==> config.mk <==
export PLATFORM = sky130hd
export DESIGN_NAME = fir_channel_arbiter
export DESIGN_NICKNAME = d
export VERILOG_FILES = /design/src/rtl/fir_channel_arbiter.sv
export SDC_FILE = /design/constraint.sdc
export NUM_CORES = 1
export LEC_CHECK = 0
export BUFFER_PORTS_ARGS = -buffer_cell sky130_fd_sc_hd__clkbuf_2
export CAP_MARGIN = 20
export CORE_AREA = 2 2 79 81
export CTS_CLUSTER_DIAMETER = 60
export DETAILED_ROUTE_END_ITERATION = 16
export DIE_AREA = 0 0 81 83
export GPL_TIMING_DRIVEN = 1
export PLACE_DENSITY = 0.7
export SETUP_SLACK_MARGIN = 0.15
export SLEW_MARGIN = 20
export SYNTH_ARGS = -nofsm -noshare
export SYNTH_HDL_FRONTEND = slang
export SYNTH_SLANG_ARGS = --single-unit
==> constraint.sdc <==
create_clock -name clk -period 4.4 [get_ports clk]
set_input_delay 0.22 -clock clk [delete_from_list [all_inputs] [get_ports clk]]
set_output_delay 0.22 -clock clk [all_outputs]
set_load 0.05 [all_outputs]
==> src/rtl/fir_channel_arbiter.sv <==
// Frame-level round-robin arbiter that time-shares one lowpass_fir among NCH
// AXI-Stream sources and demuxes the FIR output by tuser. Optional watchdog: FIR_ARB_WDOG_EN.
module fir_channel_arbiter #(
  parameter int NCH     = 4,
  parameter int CW      = 2,
  parameter int DW      = 24,
  parameter int TIMEOUT = 4096
) (
  input  logic              clk,
  input  logic              rstn,
  input  logic [NCH*DW-1:0] s_tdata,
  input  logic [NCH-1:0]    s_tvalid,
  output logic [NCH-1:0]    s_tready,
  input  logic [NCH-1:0]    s_tlast,
  output logic [DW-1:0]     f_s_tdata,
  output logic              f_s_tvalid,
  input  logic              f_s_tready,
  output logic [CW-1:0]     f_s_tuser,
  output logic              f_s_tlast,
  input  logic [DW-1:0]     f_m_tdata,
  input  logic              f_m_tvalid,
  output logic              f_m_tready,
  input  logic [CW-1:0]     f_m_tuser,
  input  logic              f_m_tlast,
  output logic [DW-1:0]     m_tdata,
  output logic [NCH-1:0]    m_tvalid,
  input  logic [NCH-1:0]    m_tready,
  output logic              m_tlast,
  output logic [CW-1:0]     grant_ch,
  output logic              busy,
  output logic              timeout_err
);

  localparam logic [1:0] IDLE  = 2'd0;
  localparam logic [1:0] GRANT = 2'd1;
`ifdef FIR_ARB_WDOG_EN
  localparam logic [1:0] FLUSH = 2'd2;
  localparam int CNTW = (TIMEOUT > 1) ? $clog2(TIMEOUT) : 1;
`endif

  // The channel index must cover exactly NCH banks of the FIR.
  if (NCH != 2**CW || TIMEOUT < 2) begin : g_cfg_check
    $error("fir_channel_arbiter: NCH must equal 2**CW and TIMEOUT must be >= 2");
  end

  logic [1:0]    state;
  logic [CW-1:0] rr_ptr;
  logic [CW-1:0] next_ch;
  logic [CW-1:0] scan_idx;
  logic          any_valid;
  logic          accept;
  logic [DW-1:0] s_data [NCH];

  always_comb begin
    for (int i = 0; i < NCH; i++) begin
      s_data[i] = s_tdata[i*DW +: DW];
    end
  end

  // Descending loop so the nearest channel after rr_ptr wins; rr_ptr itself is checked last.
  always_comb begin
    next_ch   = rr_ptr;
    any_valid = 1'b0;
    scan_idx  = rr_ptr;
    for (int i = NCH; i >= 1; i--) begin
      scan_idx = rr_ptr + CW'(i);
      if (s_tvalid[scan_idx]) begin
        next_ch   = scan_idx;
        any_valid = 1'b1;
      end
    end
  end

  assign accept = (state == GRANT) && s_tvalid[grant_ch] && f_s_tready;
  assign busy   = (state != IDLE);

  always_comb begin
    s_tready   = '0;
    f_s_tvalid = 1'b0;
    f_s_tdata  = '0;
    f_s_tlast  = 1'b0;
    f_s_tuser  = '0;
    case (state)
      GRANT: begin
        s_tready[grant_ch] = f_s_tready;
        f_s_tvalid         = s_tvalid[grant_ch];
        f_s_tdata          = s_data[grant_ch];
        f_s_tlast          = s_tlast[grant_ch];
        f_s_tuser          = grant_ch;
      end
`ifdef FIR_ARB_WDOG_EN
      FLUSH: begin
        f_s_tvalid = 1'b1;
        f_s_tlast  = 1'b1;
        f_s_tuser  = grant_ch;
      end
`endif
      default: ;
    endcase
  end

`ifdef FIR_ARB_WDOG_EN
  logic [CNTW-1:0] stall_cnt;
  logic            stall_expired;

  assign stall_expired = !accept && (stall_cnt == CNTW'(TIMEOUT - 1));

  always_ff @(posedge clk) begin
    if (!rstn) begin
      stall_cnt   <= '0;
      timeout_err <= 1'b0;
    end else begin
      if (state != GRANT || accept) begin
        stall_cnt <= '0;
      end else begin
        stall_cnt <= stall_cnt + CNTW'(1);
      end
      timeout_err <= (state == FLUSH) && f_s_tready;
    end
  end
`else
  assign timeout_err = 1'b0;
`endif

  always_ff @(posedge clk) begin
    if (!rstn) begin
      state    <= IDLE;
      rr_ptr   <= CW'(NCH - 1);
      grant_ch <= '0;
    end else begin
      case (state)
        IDLE: begin
          if (any_valid) begin
            grant_ch <= next_ch;
            state    <= GRANT;
          end
        end
        GRANT: begin
          if (accept && s_tlast[grant_ch]) begin
            state  <= IDLE;
            rr_ptr <= grant_ch;
          end
`ifdef FIR_ARB_WDOG_EN
          else if (stall_expired) begin
            state <= FLUSH;
          end
`endif
        end
`ifdef FIR_ARB_WDOG_EN
        FLUSH: begin
          if (f_s_tready) begin
            state  <= IDLE;
            rr_ptr <= grant_ch;
          end
        end
`endif
        default: state <= IDLE;
      endcase
    end
  end

  // Output demux is stateless; a stalled consumer backpressures the shared FIR.
  assign m_tdata    = f_m_tdata;
  assign m_tlast    = f_m_tlast;
  assign f_m_tready = m_tready[f_m_tuser];

  always_comb begin
    for (int i = 0; i < NCH; i++) begin
      m_tvalid[i] = f_m_tvalid && (f_m_tuser == CW'(i));
    end
  end

endmodule

==> results.txt <==
Synthesis produced 139 cells. Across the VDD grid, the largest voltage drop is 168 µV. For met2 alone, demand over resource in global routing was 27.5%. The synthesized netlist devotes 6.92% of its cell area to compound gates. The tools report the number of max-cap violations as 0. Startpoint type of the worst setup path: a flop. Relative to the synthesized area, the layout overhead comes to 48.6%.

The run gives 2 as the maximum buffer depth of the clock tree. Top cell type by total area after synthesis: mux4_2. The per-cell via count in the routed design was 4.60; the post-DP HPWL was 4300 µm. The run finished with clean final reports.

The share of synthesized area in the top cell type comes to 42.6%. The worst path uses 57.4% of the clock period. The tools report the worst setup slack before clock tree synthesis as 2.10 ns. The number of max-slew violations in the final report was 0. The critical path is of the reg -> out type.

The power per cell area came out at 223 nW/µm². Entering global routing, the biggest net connects 34 pins. Overall power consumption after layout is estimated at 0.456 mW. The clock period could shrink to 2.53 ns. The number of I/O pins was 205. Dividing the detail-routed wire length by the instance count gives 14.7 µm. Port buffering added 153 buffers. Final hold analysis gives a worst-case slack of 0.270 ns.

The global routing usage summed across all routing layers came out at 14.7%. Summing the areas of all fa, ha and maj instances in the mapped netlist gives 0% of the synthesized area. The horizontal die dimension was 81 µm.

Cells with a size suffix above 1 make up 71.3% of the layout. TritonCTS built the clock tree. Synthesis instantiated 35 different standard cells from the library. The count of flip-flops with a built-in enable after synthesis was 0; the insertion delay to the later sink of the worst-skew pair was 0.22 ns. Sequential elements use 7.28% of the synthesized area.

For the number of antenna violations at the first check in global routing, the log shows 2. At the worst endpoint, the arrival time is 2.31 ns. The number of placed instances, taps included was 332. Before antenna repair, the detailed router went through 4 iterations.

The clock-pin transition on the worst setup and hold timing paths is 0.04 ns. The number of hold-slack violations in the final timing report came out at 0. The run gives 0 as the number of nets with antenna violations after routing.

Summing all non-filler instances in the final layout gives an area of 2040 µm². The initial utilization of the core area, before any placement, comes to 23.6%. Wires add up to 4960 µm. The commonest cells after synthesis are 26 x and2_1, 26 x buf_4, 26 x mux4_2, 7 x nor2_1. The number of buffers created by CTS is 3. Buffers added to address setup during post-CTS repair amount to 0. For this run, the post-layout net count is 401. Of the total synthesized cell area, the portion taken by XOR and XNOR cells is 0%. The largest driver fanout on the critical path works out to 17.

The flip-flop and latch count after synthesis is 5. After detailed routing, the number of remaining DRC violations is 0. The run gives 0.0000829 ns as the worst clock skew.

By area the synthesized netlist is led by mux4_2 43%, buf_4 14%, and2_1 12%. The die covers 6720 µm². The final total negative setup slack is 0 ns. The number of nets in the synthesized netlist is 278.

The detailed router finished its first iteration with 30 violations. CTS saw 5 sinks. For this run, global-route usage on met1 was measured as 14.4%. The transition at the pin with the smallest max-transition slack was 0.903 ns.

In the synthesized netlist, mux cells make up 44.8% of the area. The die is 83 µm tall. Yosys printed 0 warnings. For this block, the via count after detailed routing is 1555. The tree is rooted in a clkbuf_8. In this run the static leakage power is 1.06 nW. Layer with the highest usage: met2. The logs give 7750 µm for the wire length of the first global-routing pass and 0 for the number of hold buffers added after CTS. In this run the cell area of the synthesized design comes to 1380 µm². For the utilization after layout, the log shows 35.1%. The run gives 1 as the count of H-tree levels built during CTS. The logs give 0 for the number of gates resized after CTS and 396 MHz for the maximum frequency from static timing analysis. The worst path meets setup with 1.87 ns of slack.

In this run the standard cell core region covers 5820 µm². Setup violations remaining at the end of the flow were counted as 0. The run gives 0.790 as the weighted congestion at the end of routability-driven global placement. The leftover overflow at the end of global routing came out at 0.

Via count of the first global-routing pass: 1674. Setup repair after global routing left no endpoint under its margin. Area after detailed placement: 1990 µm². Worst hold path class: in -> reg. The met3 track demand over resource in global routing was 5.00%.

In the synthesized netlist the dominant register cell turns out to be dfxtp_1. After synthesis, the largest family of logic cells by area is multiplexers. After synthesis, the mean cell area works out to 9.89 µm².

The floorplan has 28 rows. For the max-slew headroom at the worst pin, the log shows 39.7%. The element type at the critical path end was an output port. The fraction of registers with async set or reset after synthesis is 0%, and the share of synthesized cell area in and, or, nand and nor gates is 21.0%. The tools report the required time at the worst-slack endpoint as 4.18 ns.

Excluding fillers, the count of instances in the completed layout stands at 338.
kinds of logic (layout without fill, tap and decap cells):
group                  count (synthesis)  after routing
DFF                                    5              5
buffers and inverters                 41            163
other                                  1              3
AOI/OAI and AO/OA                     13             13
muxes                                 29             29
and+or+nand+nor                       50             50
path summary, 6_finish.rpt:
| check | start | to | slack [ns] | cells after the start |
|---|---|---|---|---|
| max | grant_ch[1] | f_s_tvalid | 1.87 | 4 |
| min | rstn | rr_ptr[0] | 0.27 | 2 |
| max reg2reg | grant_ch[1] | rr_ptr[1] | 2.16 | 4 |
| min reg2reg | rr_ptr[0] | rr_ptr[0] | 0.56 | 2 |
layout make-up:
cell class              instances  area [µm²]
flip-flops and latches          5         104
multi-input cells              93        1000
fillers                       627        3770
clock buffers                   4        45.0
inverters                       5        18.8
well taps                      75        93.8
diodes                          2        5.00
repair buffers                154         773
cell usage in the layout, fill, tap and decap left out, types with 2 or more instances in the layout:
cell type / n
nand3_1: 2
o21ai_0: 3
nand2_1: 4
dfxtp_1: 4
and2_1: 26
mux4_2: 26
clkbuf_2: 153
diode_2: 2
and3_1: 2
inv_1: 5
clkbuf_8: 3
mux2i_1: 3
nor2_1: 7
critical path: stages, from the launching register on:
cell      delay [ns]
dfxtp_1         0.72
buf_4           0.38
mux4_2          0.57
and2_1          0.18
clkbuf_2        0.23
report_power, final:
part	switching, mW	leakage [nW]	internal (mW)
Combinational	0.172	0.991	0.127
Sequential	0.0244	0.0419	0.0492
Clock	0.0220	0.0228	0.0622
sequential cells by signal (all words and copies together), names as in the netlist:
signal	cells
grant_ch	2
state	1
rr_ptr	2
metal layers:
metal  part of all wire (%)  up-vias  wire [µm]
met5                      0        -          0
met4                    1.6        0         78
met3                     11        8        550
met2                     52       94       2580
met1                     35      715       1750
li1                       -      738          -
(Power assumes the default switching activity.)
